`src/rtl/calc_pkg.sv`:
```
// Shared constants and types for the queue calculator command front end:
// ALU opcodes, queue op codes, reject/abort codes and sequencer state encoding.
package calc_pkg;

    localparam logic [2:0] PUSH     = 3'd0;
    localparam logic [2:0] POP      = 3'd1;
    localparam logic [2:0] ADD      = 3'd2;
    localparam logic [2:0] MULL     = 3'd3;
    localparam logic [2:0] SUB      = 3'd4;
    localparam logic [2:0] DIV      = 3'd5;
    localparam logic [2:0] REM      = 3'd6;
    localparam logic [2:0] NOP_CODE = 3'd7;

    localparam logic [1:0] Q_PUSH         = 2'd0;
    localparam logic [1:0] Q_SLEEP        = 2'd1;
    localparam logic [1:0] Q_GET_AND_PUSH = 2'd2;
    localparam logic [1:0] Q_POP          = 2'd3;

    localparam logic [1:0] ERR_ILLEGAL   = 2'd0;
    localparam logic [1:0] ERR_UNDERFLOW = 2'd1;
    localparam logic [1:0] ERR_OVERFLOW  = 2'd2;
    localparam logic [1:0] ERR_TIMEOUT   = 2'd3;

    typedef enum logic {
        ST_IDLE  = 1'b0,
        ST_ISSUE = 1'b1
    } state_t;

    // Arithmetic ops consume two queue elements and leave one behind.
    function automatic logic is_arith(input logic [2:0] op);
        return (op >= ADD) && (op <= REM);
    endfunction

    function automatic logic is_divide(input logic [2:0] op);
        return (op == DIV) || (op == REM);
    endfunction

endpackage

```
`src/rtl/calc_cmd_sequencer_if.sv`:
```
// Command stream and ALU issue bus of the calculator command sequencer.
interface calc_cmd_sequencer_if #(
    parameter int DATA_W = 8
);
    // Command handshake: a command transfers on a rising clk edge where
    // cmd_valid && cmd_ready; cmd_op/cmd_val must hold while valid && !ready.
    logic              cmd_valid;
    logic              cmd_ready;
    logic [2:0]        cmd_op;
    logic [DATA_W-1:0] cmd_val;

    logic                alu_sync;
    logic [2*DATA_W-1:0] alu_operands;
    logic [2:0]          alu_opcode;
    logic [DATA_W-1:0]   alu_push_val;

    modport master (
        output cmd_valid, cmd_op, cmd_val, alu_sync, alu_operands,
        input  cmd_ready, alu_opcode, alu_push_val
    );

    modport slave (
        input  cmd_valid, cmd_op, cmd_val, alu_sync, alu_operands,
        output cmd_ready, alu_opcode, alu_push_val
    );

endinterface

```
`src/rtl/calc_cmd_fifo.sv`:
```
// Synchronous command FIFO holding {op, val}; the head stays in place until
// the sequencer retires it, so the in-flight command occupies a slot.
module calc_cmd_fifo #(
    parameter int DEPTH = 4,
    parameter int W     = 11
) (
    input  logic         clk,
    input  logic         rst,
    input  logic         wr_en,
    input  logic [W-1:0] wr_data,
    input  logic         rd_en,
    output logic [W-1:0] rd_data,
    output logic         full,
    output logic         empty
);

    localparam int AW = $clog2(DEPTH);

    logic [W-1:0] mem [DEPTH];
    logic [AW:0]  wr_ptr;
    logic [AW:0]  rd_ptr;
    logic         do_wr;
    logic         do_rd;

    // Extra pointer bit distinguishes full from empty when indices match.
    assign empty   = (wr_ptr == rd_ptr);
    assign full    = (wr_ptr[AW] != rd_ptr[AW]) && (wr_ptr[AW-1:0] == rd_ptr[AW-1:0]);
    assign do_wr   = wr_en && !full;
    assign do_rd   = rd_en && !empty;
    assign rd_data = mem[rd_ptr[AW-1:0]];

    always_ff @(posedge clk or negedge rst) begin
        if (!rst) begin
            wr_ptr <= '0;
            rd_ptr <= '0;
        end else begin
            if (do_wr) wr_ptr <= wr_ptr + 1'b1;
            if (do_rd) rd_ptr <= rd_ptr + 1'b1;
        end
    end

    always_ff @(posedge clk) begin
        if (do_wr) mem[wr_ptr[AW-1:0]] <= wr_data;
    end

endmodule

```
`src/rtl/calc_cmd_sequencer.sv`:
```
// Issues buffered calculator commands to the ALU one at a time, screening each
// against a shadow queue occupancy so only executable commands reach the ALU.
module calc_cmd_sequencer
    import calc_pkg::*;
#(
    parameter int CMD_DEPTH = 4,
    parameter int Q_DEPTH   = 8,
    parameter int TIMEOUT   = 16,
    parameter int DATA_W    = 8
) (
    input  logic                clk,
    input  logic                rst,
    calc_cmd_sequencer_if.slave bus,
    output logic                busy,
    output logic [3:0]          q_count,
    output logic                done,
    output logic                err_valid,
    output logic [1:0]          err_code,
    output state_t              state_dbg
);

    localparam int         TO_W   = $clog2(TIMEOUT + 1);
    localparam logic [3:0] Q_FULL = 4'(Q_DEPTH);

    state_t              state;
    state_t              state_nxt;
    logic                fifo_full;
    logic                fifo_empty;
    logic                fifo_push;
    logic                fifo_pop;
    logic [2+DATA_W:0]   head_word;
    logic [2:0]          head_op;
    logic [DATA_W-1:0]   head_val;
    logic [DATA_W-1:0]   divisor;
    logic [TO_W-1:0]     to_cnt;
    logic                timed_out;
    logic                chk_err;
    logic [1:0]          chk_code;
    logic                issue_go;
    logic                reject;
    logic                complete;
    logic                abort_cmd;

    assign bus.cmd_ready = !fifo_full;
    assign fifo_push     = bus.cmd_valid && !fifo_full;
    assign head_op       = head_word[2+DATA_W:DATA_W];
    assign head_val      = head_word[DATA_W-1:0];
    assign divisor       = bus.alu_operands[DATA_W-1:0];
    assign timed_out     = (to_cnt == TO_W'(TIMEOUT - 1));

    calc_cmd_fifo #(
        .DEPTH (CMD_DEPTH),
        .W     (3 + DATA_W)
    ) u_fifo (
        .clk     (clk),
        .rst     (rst),
        .wr_en   (fifo_push),
        .wr_data ({bus.cmd_op, bus.cmd_val}),
        .rd_en   (fifo_pop),
        .rd_data (head_word),
        .full    (fifo_full),
        .empty   (fifo_empty)
    );

    // Screening of the FIFO head, first matching rule wins.
    always_comb begin
        chk_err  = 1'b0;
        chk_code = ERR_ILLEGAL;
        if (head_op == NOP_CODE) begin
            chk_err  = 1'b1;
            chk_code = ERR_ILLEGAL;
        end else if ((head_op == POP && q_count < 4'd1) ||
                     (is_arith(head_op) && q_count < 4'd2)) begin
            chk_err  = 1'b1;
            chk_code = ERR_UNDERFLOW;
        end else if (head_op == PUSH && q_count == Q_FULL) begin
            chk_err  = 1'b1;
            chk_code = ERR_OVERFLOW;
        end else if (is_divide(head_op) && divisor == '0) begin
            chk_err  = 1'b1;
            chk_code = ERR_OVERFLOW;
        end
    end

    always_ff @(posedge clk or negedge rst) begin
        if (!rst) state <= ST_IDLE;
        else      state <= state_nxt;
    end

    always_comb begin
        state_nxt = state;
        case (state)
            ST_IDLE:  if (issue_go) state_nxt = ST_ISSUE;
            ST_ISSUE: if (complete || abort_cmd) state_nxt = ST_IDLE;
            default:  state_nxt = ST_IDLE;
        endcase
    end

    always_comb begin
        busy      = (state == ST_ISSUE);
        state_dbg = state;
        issue_go  = 1'b0;
        reject    = 1'b0;
        complete  = 1'b0;
        abort_cmd = 1'b0;
        case (state)
            ST_IDLE: begin
                issue_go = !fifo_empty && !chk_err;
                reject   = !fifo_empty && chk_err;
            end
            ST_ISSUE: begin
                complete  = bus.alu_sync;
                abort_cmd = !bus.alu_sync && timed_out;
            end
            default: ;
        endcase
        // The head is retired only once it is finished with, never at issue.
        fifo_pop = reject || complete || abort_cmd;
    end

    always_ff @(posedge clk or negedge rst) begin
        if (!rst) begin
            bus.alu_opcode   <= NOP_CODE;
            bus.alu_push_val <= '0;
            q_count          <= '0;
            done             <= 1'b0;
            err_valid        <= 1'b0;
            err_code         <= ERR_ILLEGAL;
            to_cnt           <= '0;
        end else begin
            done      <= 1'b0;
            err_valid <= 1'b0;
            if (reject) begin
                err_valid <= 1'b1;
                err_code  <= chk_code;
            end
            // The ALU queue input is count_val | push_val, so push_val must be zero unless pushing.
            if (issue_go) begin
                bus.alu_opcode   <= head_op;
                bus.alu_push_val <= (head_op == PUSH) ? head_val : '0;
                to_cnt           <= '0;
            end
            if (complete) begin
                done             <= 1'b1;
                q_count          <= (head_op == PUSH) ? q_count + 4'd1 : q_count - 4'd1;
                bus.alu_opcode   <= NOP_CODE;
                bus.alu_push_val <= '0;
            end
            if (abort_cmd) begin
                err_valid        <= 1'b1;
                err_code         <= ERR_TIMEOUT;
                bus.alu_opcode   <= NOP_CODE;
                bus.alu_push_val <= '0;
            end
            if (state == ST_ISSUE && !complete && !abort_cmd) to_cnt <= to_cnt + 1'b1;
        end
    end

endmodule

```
`src/flat_wrapper.sv`:
```
// flat-port wrapper written by rule: the top's interface ports become plain ports
module calc_cmd_sequencer_flat import calc_pkg::*;
#(
    parameter int CMD_DEPTH = 4,
    parameter int Q_DEPTH   = 8,
    parameter int TIMEOUT   = 16,
    parameter int DATA_W    = 8
)
  (clk, rst, busy, q_count, done, err_valid, err_code, state_dbg, bus_cmd_valid, bus_cmd_op, bus_cmd_val, bus_alu_sync, bus_alu_operands, bus_cmd_ready, bus_alu_opcode, bus_alu_push_val);
  calc_cmd_sequencer_if #(.DATA_W(DATA_W)) bus_i ();
  input  logic clk;
  input  logic rst;
  output logic busy;
  output logic [3:0] q_count;
  output logic done;
  output logic err_valid;
  output logic [1:0] err_code;
  output state_t state_dbg;
  input wire logic [$bits(bus_i.cmd_valid)-1:0] bus_cmd_valid;
  input wire logic [$bits(bus_i.cmd_op)-1:0] bus_cmd_op;
  input wire logic [$bits(bus_i.cmd_val)-1:0] bus_cmd_val;
  input wire logic [$bits(bus_i.alu_sync)-1:0] bus_alu_sync;
  input wire logic [$bits(bus_i.alu_operands)-1:0] bus_alu_operands;
  output wire logic [$bits(bus_i.cmd_ready)-1:0] bus_cmd_ready;
  output wire logic [$bits(bus_i.alu_opcode)-1:0] bus_alu_opcode;
  output wire logic [$bits(bus_i.alu_push_val)-1:0] bus_alu_push_val;
  assign bus_i.cmd_valid = bus_cmd_valid;
  assign bus_i.cmd_op = bus_cmd_op;
  assign bus_i.cmd_val = bus_cmd_val;
  assign bus_i.alu_sync = bus_alu_sync;
  assign bus_i.alu_operands = bus_alu_operands;
  assign bus_cmd_ready = bus_i.cmd_ready;
  assign bus_alu_opcode = bus_i.alu_opcode;
  assign bus_alu_push_val = bus_i.alu_push_val;
  calc_cmd_sequencer #(.CMD_DEPTH(CMD_DEPTH), .Q_DEPTH(Q_DEPTH), .TIMEOUT(TIMEOUT), .DATA_W(DATA_W)) u_core (.clk(clk), .rst(rst), .bus(bus_i), .busy(busy), .q_count(q_count), .done(done), .err_valid(err_valid), .err_code(err_code), .state_dbg(state_dbg));
endmodule
```
`config.mk`:
```
export PLATFORM = sky130hd
export DESIGN_NAME = calc_cmd_sequencer_flat
export DESIGN_NICKNAME = d
export VERILOG_FILES = /design/src/rtl/calc_pkg.sv /design/src/rtl/calc_cmd_sequencer_if.sv /design/src/rtl/calc_cmd_fifo.sv /design/src/rtl/calc_cmd_sequencer.sv /design/src/flat_wrapper.sv
export SDC_FILE = /design/constraint.sdc
export NUM_CORES = 1
export LEC_CHECK = 0
export ABC_CLOCK_PERIOD_IN_PS = 3400
export BUFFER_PORTS_ARGS = -buffer_cell sky130_fd_sc_hd__buf_2
export CORE_ASPECT_RATIO = 0.7
export CORE_MARGIN = 1
export CORE_UTILIZATION = 35
export CTS_BUF_LIST = sky130_fd_sc_hd__clkbuf_8
export DETAILED_ROUTE_END_ITERATION = 10
export GPL_ROUTABILITY_DRIVEN = 0
export PLACE_DENSITY = 0.52
export SYNTH_ARGS = -nofsm -noshare
export SYNTH_HDL_FRONTEND = slang
export SYNTH_HIERARCHICAL = 1
export SYNTH_SLANG_ARGS = --single-unit
export TNS_END_PERCENT = 5
```
`constraint.sdc`:
```
create_clock -name clk -period 3.4 [get_ports clk]
set_input_delay 0.17 -clock clk [delete_from_list [all_inputs] [get_ports clk]]
set_output_delay 0.17 -clock clk [all_outputs]
set_load 0.01 [all_outputs]
```
==> summary.md, run 1 <==
| Metric | Value |
|---|---|
| Clock-pin slew on the worst setup and hold paths | 0.09 ns |
| LEAKAGE | 1.62 nW |
| Die Y | 85.1 um |
| Unrepaired setup endpoints after global routing | false |
| Post-cts sizing count | 0 |
| Register area share after synthesis | 0.608 |
| P&R area growth vs syn | 16.5% |
| Initial core utilization | 0.370 |
| H-tree Lvls | 3 |
| Most frequent cells in the layout | buf_2 (44), edfxtp_1 (44), nand2_1 (29) |
| Layout cell share with drive strength beyond 1 | 0.315 |
| Layout Cells excl Fill | 426 |
| Syn Area/Cell | 14.2 um^2 |
| Setup TNS | 0 ns |
| Clock Tree Root | clkbuf_8 |
| DR WL/cell | 15.6 um |
| WHS Endpoint | u_core/u_fifo/mem[0][6]$_DFFE_PP_ |
| Yosys cell types | 53 |
| Die area | 10300 um^2 |
| Row cnt | 29 |
| Remaining DRCs | 0 |
| CP Capture Type | flop |
| WS Path Type | reg2reg |
| DP Area | 3820 um^2 |
| Hold Slack | 0.0227 ns |
| First-pass GRT wire length | 10.7 mm |
| Worst Setup SP | u_core/u_fifo/rd_ptr[1]$_DFFE_PN0P_ |
| DRT iter0 DRCs | 124 |
| Final-stage net count | 337 |
| I/O Buffers | 44 |
| Gate Count Post-Synth | 244 |
| First-pass iteration count of the detailed router | 4 |
| Worst slew pin tran | 0.693 ns |
| Die W | 121 um |
| Hpwl dp | 4.73 mm |
| Core region area | 9330 um^2 |
| Synth Register Bits | 75 |
| Clk buf depth | 2 |
| Worst skew pair latency | 0.36 ns |
| Antenna Cells | 0 |
| # Max-Cap Violations | 0 |
| All-Layer GR Usage | 0.143 |
| Netlist Area Pre-Place | 3450 um^2 |
| Fin crit period | 2.60 ns |
| Status | finished, final reports clean |
| VDD IR max | 0.265 mV |
| Worst r2r src | u_core/u_fifo/rd_ptr[1]$_DFFE_PN0P_ |
| Pins Over Slew Limit | 0 |
| WP data arrival | 2.83 ns |
| CP Max Fanout | 11 |
| Clock sinks | 75 |
| Hold Crit Start | bus_cmd_val[6] |
| Highest clock rate | 384 MHz |
| Ys Warns | 6 |
| Reg2Reg Setup Slack | 0.80 ns |
| Io pins | 53 |
| Post-layout util | 0.432 |
| Via count | 2075 |
| Reg-to-reg critical path endpoint | u_core/u_fifo/rd_ptr[1]$_DFFE_PN0P_ |
| Fillers | 892 |
| Initial antenna violation count | 0 |
| Synth Net Count | 284 |
| Fin crit share | 0.765 |
| CTS tree | done |
| Final setup vio count | 0 |
| Slew headroom | 0.538 |
| Worst Hold Depth | 1 |
| Antenna-violating nets left | 0 |
| CTS Buf Count | 9 |
| Fin area | 4020 um^2 |
| Largest net degree at the start of global routing | 32 |
| Clock Skews | 0.0158 ns |
| Vias per cell | 4.87 |
| Total global routing overflow | 0 |
| Hold/Removal Path Class | in2reg |
| PwrDens | 947 nW/um^2 |
| DRT Wirelength | 6.65 mm |
| Crit path launch type | flop |
| Hold Violations, Final | 0 |
| Worst r2r path cells | 9 |
| Post-placement cell count | 409 |
| Vias in the first global route | 1901 |
| CP required | 3.63 ns |
[worst max path at each step]
stage / endpoint / slack [ns] / cells after the start
after detailed placement: u_core/u_fifo/rd_ptr[1]$_DFFE_PN0P_ / 0.81 / 9
after floorplan: u_core/u_fifo/rd_ptr[1]$_DFFE_PN0P_ / 0.74 / 12
after global placement: u_core/u_fifo/rd_ptr[1]$_DFFE_PN0P_ / 0.82 / 9
after CTS: u_core/u_fifo/rd_ptr[1]$_DFFE_PN0P_ / 0.78 / 9
after global routing: u_core/u_fifo/rd_ptr[1]$_DFFE_PN0P_ / 0.57 / 9
final: u_core/u_fifo/rd_ptr[1]$_DFFE_PN0P_ / 0.80 / 9
[cell usage after synthesis (all sizes together)]
master / n / area, um^2
nor2b: 3 / 18.8
nand4: 4 / 40.0
dfrtp: 28 / 701
nor3: 4 / 25.0
o21bai: 1 / 7.51
a21oi: 7 / 35.0
xnor2: 6 / 60.1
mux4: 11 / 248
nor4b: 1 / 8.76
inv: 9 / 33.8
ha: 9 / 113
a21o: 2 / 16.3
nand2: 29 / 109
dfstp: 3 / 78.8
and2: 2 / 12.5
nor2: 8 / 37.5
or3: 1 / 6.26
nand2b: 3 / 18.8
a211oi: 2 / 20.0
xor2: 8 / 85.1
mux2i: 10 / 100
o21ai: 9 / 45.0
o22ai: 1 / 6.26
and3: 4 / 25.0
o211ai: 4 / 35.0
clkbuf: 4 / 15.0
edfxtp: 44 / 1320
or3b: 1 / 8.76
nor3b: 1 / 7.51
nand4bb: 1 / 11.3
a211o: 2 / 17.5
and3b: 1 / 8.76
buf: 7 / 58.8
or2: 1 / 6.26
o31ai: 4 / 40.0
nand3: 5 / 30.0
or4: 1 / 7.51
a2111oi: 1 / 8.76
a31oi: 2 / 27.5
[power by group]
part           switching [mW]  internal, mW
combinational           0.946         0.702
clock                   0.347         0.341
sequential              0.206          1.27
total                    1.50          2.31
[state kept, by name (all words and copies together) (netlist names)]
register	count
u_core/u_fifo/mem	44
u_core/bus.alu_push_val	8
u_core/to_cnt	5
u_core/q_count	4
u_core/bus.alu_opcode	3
u_core/u_fifo/rd_ptr	3
u_core/u_fifo/wr_ptr	3
u_core/err_code	2
u_core/busy	1
u_core/done	1
u_core/err_valid	1
[cell families after synthesis]
group                    after synthesis  share of synthesized area
flip-flops                            75                      0.608
AND/OR/NAND/NOR                       70                      0.110
AO/OA/AOI/OAI                         35                     0.0750
multiplexers                          21                      0.101
buffers and inverters                 20                     0.0311
XOR/XNOR                              14                     0.0420
adder cells (fa/ha/maj)                9                     0.0326
[repair_timing]
action / in CTS / in global routing
setup buffers: 0 / 0
hold buffers: 1 / 0
endpoints found under the hold margin: 28 / 0
[through the flow]
step | setup WS (ns) | power [mW]
after floorplan | 0.742 | 2.73
after global placement | 0.820 | 3.15
after detailed placement | 0.811 | 3.16
after CTS | 0.781 | 3.86
after global routing | 0.570 | 4.10
final | 0.799 | 3.81
[worst max-delay path, cell delays in order (launching register included)]
cell	delay (ns)
dfrtp_1	0.67
mux4_2	0.50
nand4bb_1	0.25
a211o_1	0.32
nand4_4	0.17
nand2_1	0.10
nand2_1	0.14
nand2b_1	0.10
a21oi_1	0.17
a211oi_2	0.05
[routing by layer]
| layer | up-vias | part of all wire | track usage |
|---|---|---|---|
| li1 | 1005 | - | - |
| met1 | 1017 | 0.54 | 0.219 |
| met2 | 45 | 0.40 | 0.183 |
| met3 | 8 | 0.049 | 0.0544 |
| met4 | 0 | 0.012 | 0.0404 |
| met5 | - | 0 | 0 |
[layout make-up]
type	instances	area (um^2)	share of cell area
Sequential cell	75	2100	0.522
Multi-Input combinational cell	149	1250	0.310
Clock inverter	7	73.8	0.0183
Inverter	9	33.8	0.00840
Tap cell	124	155	0.0386
Clock buffer	9	124	0.0308
Timing Repair Buffer	53	290	0.0721
(Power assumes the default switching activity.)
==> run 2, diff against run 1 <==
--- a/config.mk
+++ b/config.mk
@@ -5,7 +5,7 @@
 export SDC_FILE = /design/constraint.sdc
 export NUM_CORES = 1
 export LEC_CHECK = 0
-export ABC_CLOCK_PERIOD_IN_PS = 3400
+export ABC_CLOCK_PERIOD_IN_PS = 2600
 export BUFFER_PORTS_ARGS = -buffer_cell sky130_fd_sc_hd__buf_2
 export CORE_ASPECT_RATIO = 0.7
 export CORE_MARGIN = 1
==> constraint.sdc (replaced) <==
create_clock -name clk -period 2.6 [get_ports clk]
set_input_delay 0.13 -clock clk [delete_from_list [all_inputs] [get_ports clk]]
set_output_delay 0.13 -clock clk [all_outputs]
set_load 0.01 [all_outputs]
==> run 2 against run 1 <==
  * Core utilization rose by 1.8 points
  * Largest power group unchanged
  * Hold slack improved by 0.012 ns
  * Sequential share of layout area fell by 2.1 points
==> summary.md, run 2 (synthesis results as in run 1) <==
| Metric | Value |
|---|---|
| Core region area | 9330 um^2 (unchanged) |
| All-Layer GR Usage | 0.142 (was 0.143) |
| CP required | 2.88 ns (was 3.63 ns) |
| Layout cell share with drive strength beyond 1 | 0.324 (was 0.315) |
| Antenna Cells | 0 (unchanged) |
| Worst slack at placement | 0.123 ns (was 0.811 ns) |
| LEAKAGE | 1.71 nW (was 1.62 nW) |
| Hold Slack | 0.0349 ns (was 0.0227 ns) |
| I/O Buffers | 44 (unchanged) |
| Row cnt | 29 (unchanged) |
| Setup Fix Bufs, Post-CTS | 0 (unchanged) |
| Final setup vio count | 0 (unchanged) |
| DRT iter0 DRCs | 97 (was 124) |
| Crit path launch type | flop (unchanged) |
| Hold Violations, Final | 0 (unchanged) |
| # Max-Cap Violations | 0 (unchanged) |
| Clock Tree Root | clkbuf_8 (unchanged) |
| WS Path Type | reg2reg (unchanged) |
| DR WL/cell | 15.0 um (was 15.6 um) |
| H-tree Lvls | 3 (unchanged) |
| Slew headroom | 0.518 (was 0.538) |
| P&R area growth vs syn | 21.4% (was 16.5%) |
| Most frequent cells in the layout | buf_2 (44), edfxtp_1 (44), nand2_1 (28) (was buf_2 (44), edfxtp_1 (44), nand2_1 (29)) |
| Highest clock rate | 413 MHz (was 384 MHz) |
| Initial antenna violation count | 0 (unchanged) |
| CP Capture Type | flop (unchanged) |
| VDD IR max | 0.537 mV (was 0.265 mV) |
| Fin crit period | 2.42 ns (was 2.60 ns) |
| Crit path max-delay family | multiplexers (was simple AND/OR/NAND/NOR gates) |
| Largest net degree at the start of global routing | 32 (unchanged) |
| CP Max Fanout | 12 (was 11) |
| Fin crit share | 0.931 (was 0.765) |
| Remaining DRCs | 0 (unchanged) |
| Clk buf depth | 2 (unchanged) |
| Post-route setup slack | 0.180 ns (was 0.799 ns) |
| CP max-delay cell | mux4_2 (was dfrtp_1) |
| Clock-pin slew on the worst setup and hold paths | 0.08 ns (was 0.09 ns) |
| Initial core utilization | 0.370 (unchanged) |
| Pins Over Slew Limit | 0 (unchanged) |
| Clock Skews | 0.0137 ns (was 0.0158 ns) |
| Via count | 2129 (was 2075) |
| Worst skew pair latency | 0.36 ns (about the same) |
| Max incr delay on CP | 0.60 ns (was 0.67 ns) |
| Worst slew pin tran | 0.722 ns (was 0.693 ns) |
| Status | finished, final reports clean (unchanged) |
| WP data arrival | 2.70 ns (was 2.83 ns) |
| Fin area | 4190 um^2 (was 4020 um^2) |
| PwrDens | 1220 nW/um^2 (was 947 nW/um^2) |
| Total global routing overflow | 0 (unchanged) |
| Io pins | 53 (unchanged) |
| Clock sinks | 75 (unchanged) |
| CTS tree | done (unchanged) |
| Fillers | 851 (was 892) |
| Vias per cell | 4.82 (was 4.87) |
| Vias in the first global route | 2057 (was 1901) |
| CP Cell Sequence | mux4_2, o21bai_1, a211o_1, nand4_4, buf_4, nor2_4, mux2i_1 (was mux4_2, nand4bb_1, a211o_1, nand4_4, nand2_1, nand2_1, nand2b_1, a21oi_1, a211oi_2) |
| Max FFs per register | 44 (unchanged) |
| Critical path buffers and inverters | 1 (was 0) |
| Die Y | 85.1 um (unchanged) |
| Die area | 10300 um^2 (unchanged) |
| DP Area | 3890 um^2 (was 3820 um^2) |
| Antenna-violating nets left | 0 (unchanged) |
| Die W | 121 um (unchanged) |
| DRT Wirelength | 6.63 mm (was 6.65 mm) |
| Hpwl dp | 4.74 mm (was 4.73 mm) |
| CTS Buf Count | 9 (unchanged) |
| Final-stage net count | 353 (was 337) |
| Setup TNS | 0 ns (unchanged) |
| First-pass iteration count of the detailed router | 4 (unchanged) |
| First-pass GRT wire length | 10.7 mm (unchanged) |
| Hold/Removal Path Class | in2reg (unchanged) |
| Unrepaired setup endpoints after global routing | false (unchanged) |
run 2: final cells by class:
cell class | instances | area [um^2] | area share
Clock buffer | 9 | 124 | 0.0295
Clock inverter | 7 | 70.1 | 0.0167
Inverter | 9 | 33.8 | 0.00805
Multi-Input combinational cell | 149 | 1250 | 0.298
Sequential cell | 75 | 2100 | 0.501
Tap cell | 124 | 155 | 0.0370
Timing Repair Buffer | 69 | 460 | 0.110
run 2: path summary, 6_finish.rpt:
check	to	depth (start not counted)	slack [ns]	startpoint
hold reg to reg	u_core/err_code[0]$_DFFE_PN0P_	1	0.51	u_core/err_code[0]$_DFFE_PN0P_
hold / removal	u_core/u_fifo/mem[0][9]$_DFFE_PP_	1	0.03	bus_cmd_op[1]
setup reg to reg	u_core/bus.alu_push_val[0]$_DFFE_PN0P_	7	0.18	u_core/u_fifo/rd_ptr[0]$_DFFE_PN0P_
setup / recovery	u_core/bus.alu_push_val[0]$_DFFE_PN0P_	7	0.18	u_core/u_fifo/rd_ptr[0]$_DFFE_PN0P_
min in group asynchronous	u_core/to_cnt[2]$_DFFE_PN0P_	2	0.35	rst
max in group asynchronous	u_core/u_fifo/rd_ptr[0]$_DFFE_PN0P_	2	1.72	rst
run 2: metrics by stage:
step	instances	utilization	power, mW
after floorplan	244	-	3.58
after CTS	442	0.449	5.15
after global placement	415	0.417	4.23
final	442	0.450	5.11
after global routing	442	0.450	5.46
after detailed placement	415	0.417	4.24
run 2: what timing repair did:
item / in CTS / in global routing
hold buffers: 11 / 0
hold endpoints to repair: 68 / 0
endpoints found under the setup margin: 0 / 36
gates resized for setup: 0 / 2
run 2: worst register-to-register path, cell delays in order, from the launching register on:
cell	delay, ns
dfrtp_2	0.43
mux4_2	0.60
o21bai_1	0.22
a211o_1	0.21
nand4_4	0.10
buf_4	0.19
nor2_4	0.36
mux2i_1	0.25
run 2: metal layers:
layer,GRT usage,wire [um],up-vias
met5,0,0,-
met1,0.203,3450,1041
li1,-,-,1037
met2,0.201,2810,45
met3,0.0598,317,6
met4,0.0303,50,0
run 2: where the power goes:
group	switching (mW)	leakage [nW]	internal, mW
combinational	1.28	0.808	1.03
clock	0.449	0.104	0.441
sequential	0.252	0.796	1.66
==> run 3, diff against run 2 <==
--- a/config.mk
+++ b/config.mk
@@ -5,8 +5,9 @@
 export SDC_FILE = /design/constraint.sdc
 export NUM_CORES = 1
 export LEC_CHECK = 0
-export ABC_CLOCK_PERIOD_IN_PS = 2600
+export ABC_CLOCK_PERIOD_IN_PS = 3010
 export BUFFER_PORTS_ARGS = -buffer_cell sky130_fd_sc_hd__buf_2
+export CAP_MARGIN = 5
 export CORE_ASPECT_RATIO = 0.7
 export CORE_MARGIN = 1
 export CORE_UTILIZATION = 35
==> constraint.sdc (replaced) <==
create_clock -name clk -period 3.01 [get_ports clk]
set_input_delay 0.1505 -clock clk [delete_from_list [all_inputs] [get_ports clk]]
set_output_delay 0.1505 -clock clk [all_outputs]
set_load 0.01 [all_outputs]
==> run 3 against run 2 <==
  * Total power shrank 14%
  * Fmax shrank 3.6%
  * First-iteration DRC count grew 27%
  * Register-to-register slack gained 0.32 ns
  * Flip-flop and latch count is the same
  * Clock skew shrank 0.0082 ns
  * Combinational power shrank 17%
  * Sequential share of layout area grew 0.57 points
  * Critical endpoint is now u_core/bus.alu_push_val[1]$_DFFE_PN0P_
  * Global-route usage grew 0.74 points
==> summary.md, run 3 (synthesis results as in run 1) <==
| Metric | Value |
|---|---|
| Status | finished, final reports clean (unchanged) |
| Reg2Reg Setup Slack | 0.50 ns (was 0.18 ns) |
| CTS tree | done (unchanged) |
| P&R area growth vs syn | 20.0% (was 21.4%) |
| Clk buf depth | 2 (unchanged) |
| Remaining DRCs | 0 (unchanged) |
| DP Area | 3820 um^2 (was 3890 um^2) |
| Initial core utilization | 0.370 (unchanged) |
| Top layer in use | met4 (unchanged) |
| Clock Tree Root | clkbuf_8 (unchanged) |
| Highest clock rate | 398 MHz (was 413 MHz) |
| Clock share of power | 0.184 (was 0.174) |
| Total power draw | 4.38 mW (was 5.11 mW) |
| I/O Buffers | 44 (unchanged) |
| CP Capture Type | flop (unchanged) |
| Met3 routed WL | 311 um (was 317 um) |
| Largest net degree at the start of global routing | 32 (unchanged) |
| Fin crit share | 0.834 (was 0.931) |
| Die Y | 85.1 um (unchanged) |
| Die W | 121 um (unchanged) |
| CP Max Fanout | 12 (unchanged) |
| Metal2 WL | 2.92 mm (was 2.81 mm) |
| Vias in the first global route | 2108 (was 2057) |
| Setup TNS | 0 ns (unchanged) |
| CP Cell Sequence | mux4_2, o21bai_1, a211o_1, nand4_4, buf_4, nor2_4, mux2i_1 (unchanged) |
| Hold Crit Start | bus_cmd_op[1] (unchanged) |
| Sw Ratio | 0.393 (was 0.388) |
| Core region area | 9330 um^2 (unchanged) |
| Fin crit period | 2.51 ns (was 2.42 ns) |
| First-pass GRT wire length | 11.3 mm (was 10.7 mm) |
| Most frequent cells in the layout | buf_2 (44), edfxtp_1 (44), nand2_1 (29) (was buf_2 (44), edfxtp_1 (44), nand2_1 (28)) |
| DR WL/cell | 15.9 um (was 15.0 um) |
| Slew headroom | 0.506 (was 0.518) |
| Final setup vio count | 0 (unchanged) |
| VDD IR max | 0.304 mV (was 0.537 mV) |
| Max FFs per register | 44 (unchanged) |
| Post-placement cell count | 410 (was 415) |
| Fillers | 865 (was 851) |
| First-pass iteration count of the detailed router | 4 (unchanged) |
| Worst r2r src | u_core/u_fifo/rd_ptr[0]$_DFFE_PN0P_ (unchanged) |
| Switching power | 1.72 mW (was 1.98 mW) |
| Final-stage net count | 348 (was 353) |
| Hold/Removal Path Class | in2reg (unchanged) |
| Layout Cells excl Fill | 437 (was 442) |
| PwrDens | 1060 nW/um^2 (was 1220 nW/um^2) |
| Worst skew pair latency | 0.36 ns (about the same) |
| WS Path Type | reg2reg (unchanged) |
| # Max-Cap Violations | 0 (unchanged) |
| Antenna Cells | 0 (unchanged) |
| CP required | 3.28 ns (was 2.88 ns) |
| Worst Hold Depth | 1 (unchanged) |
| WHS Endpoint | u_core/u_fifo/mem[1][9]$_DFFE_PP_ (was u_core/u_fifo/mem[0][9]$_DFFE_PP_) |
| CTS Buf Count | 9 (unchanged) |
| Layout cell share with drive strength beyond 1 | 0.310 (was 0.324) |
| Clock Skews | 0.00554 ns (was 0.0137 ns) |
| Antenna-violating nets left | 0 (unchanged) |
| Int Pwr | 2.66 mW (was 3.13 mW) |
| Vias per cell | 4.82 (about the same) |
| Fin area | 4140 um^2 (was 4190 um^2) |
| DRT iter0 DRCs | 123 (was 97) |
| Worst slew pin tran | 0.741 ns (was 0.722 ns) |
| Hold Violations, Final | 0 (unchanged) |
| Hpwl dp | 4.82 mm (was 4.74 mm) |
| WP data arrival | 2.78 ns (was 2.70 ns) |
| Clock-pin slew on the worst setup and hold paths | 0.08 ns (about the same) |
| Sequential Power Share | 0.379 (was 0.374) |
| Io pins | 53 (unchanged) |
| Worst r2r path cells | 7 (unchanged) |
| Total global routing overflow | 0 (unchanged) |
| LEAKAGE | 1.68 nW (was 1.71 nW) |
| H-tree Lvls | 3 (unchanged) |
| Pins Over Slew Limit | 0 (unchanged) |
| Crit path launch type | flop (unchanged) |
| Via count | 2106 (was 2129) |
| Post-Route M1 WL | 3.65 mm (was 3.45 mm) |
| Die area | 10300 um^2 (unchanged) |
| DRT Wirelength | 6.95 mm (was 6.63 mm) |
| CP max-delay cell | mux4_2 (unchanged) |
| Row cnt | 29 (unchanged) |
| Combinational Power Share | 0.437 (was 0.451) |
| Unrepaired setup endpoints after global routing | false (unchanged) |
| Initial antenna violation count | 0 (unchanged) |
| Max incr delay on CP | 0.65 ns (was 0.60 ns) |
| Reg-to-reg critical path endpoint | u_core/bus.alu_push_val[1]$_DFFE_PN0P_ (was u_core/bus.alu_push_val[0]$_DFFE_PN0P_) |
| Setup Fix Bufs, Post-CTS | 0 (unchanged) |
| Clock sinks | 75 (unchanged) |
| All-Layer GR Usage | 0.150 (was 0.142) |
-- run 3: critical path, delay by kind of cell, from the launching register on --
kind            cells  cell delay [ns]
mux                 2             0.90
flops               1             0.48
simple gates        2             0.46
buf+inv             1             0.18
compound gates      2             0.40
-- run 3: through the flow --
| step | setup slack [ns] | hold WS, ns | utilization |
|---|---|---|---|
| after floorplan | 0.352 | -0.145 | - |
| final | 0.499 | 0.0248 | 0.444 |
| after global routing | 0.338 | 0.0134 | 0.444 |
| after CTS | 0.473 | 0.000876 | 0.444 |
| after global placement | 0.527 | 0.253 | 0.410 |
| after detailed placement | 0.497 | 0.256 | 0.410 |
-- run 3: timing repair --
| item | CTS | global route |
|---|---|---|
| hold endpoints to repair | 67 | 0 |
| hold buffers | 11 | 0 |
| resized for setup | 0 | 0 |
| setup endpoints to repair | 0 | 0 |
-- run 3: worst max-delay path by stage --
stage                                   startpoint                                     end  slack [ns]  depth (start not counted)
2_1_floorplan  u_core/u_fifo/rd_ptr[0]$_DFFE_PN0P_     u_core/u_fifo/rd_ptr[1]$_DFFE_PN0P_        0.35                         12
3_3_place_gp   u_core/u_fifo/rd_ptr[0]$_DFFE_PN0P_  u_core/bus.alu_push_val[5]$_DFFE_PN0P_        0.53                          7
3_5_place_dp   u_core/u_fifo/rd_ptr[0]$_DFFE_PN0P_  u_core/bus.alu_push_val[0]$_DFFE_PN0P_        0.50                          7
4_1_cts        u_core/u_fifo/rd_ptr[0]$_DFFE_PN0P_  u_core/bus.alu_push_val[1]$_DFFE_PN0P_        0.47                          7
5_1_grt        u_core/u_fifo/rd_ptr[0]$_DFFE_PN0P_  u_core/bus.alu_push_val[1]$_DFFE_PN0P_        0.34                          7
6_report       u_core/u_fifo/rd_ptr[0]$_DFFE_PN0P_  u_core/bus.alu_push_val[1]$_DFFE_PN0P_        0.50                          7
-- run 3: final cells by class --
cell class | count | area [um^2] | area share
tap | 124 | 155 | 0.0374
inverter | 9 | 33.8 | 0.00815
multi-input combinational | 149 | 1250 | 0.301
clock buffer | 10 | 138 | 0.0332
sequential | 75 | 2100 | 0.507
timing repair buffer | 64 | 398 | 0.0960
clock inverter | 6 | 72.6 | 0.0175
-- run 3: power by group through the flow --
stage | combinational, mW | sequential (mW) | clock, mW
after floorplan | 1.41 | 1.67 | 0
final | 1.92 | 1.66 | 0.805
after CTS | 1.94 | 1.67 | 0.838
after global placement | 1.89 | 1.68 | 0
after detailed placement | 1.92 | 1.69 | 0
after global routing | 2.13 | 1.71 | 0.869
-- run 3: routing by layer --
layer | up-vias | GRT usage
met5 | - | 0
met4 | 0 | 0.0505
met3 | 6 | 0.0484
met2 | 53 | 0.210
met1 | 1020 | 0.217
li1 | 1027 | -
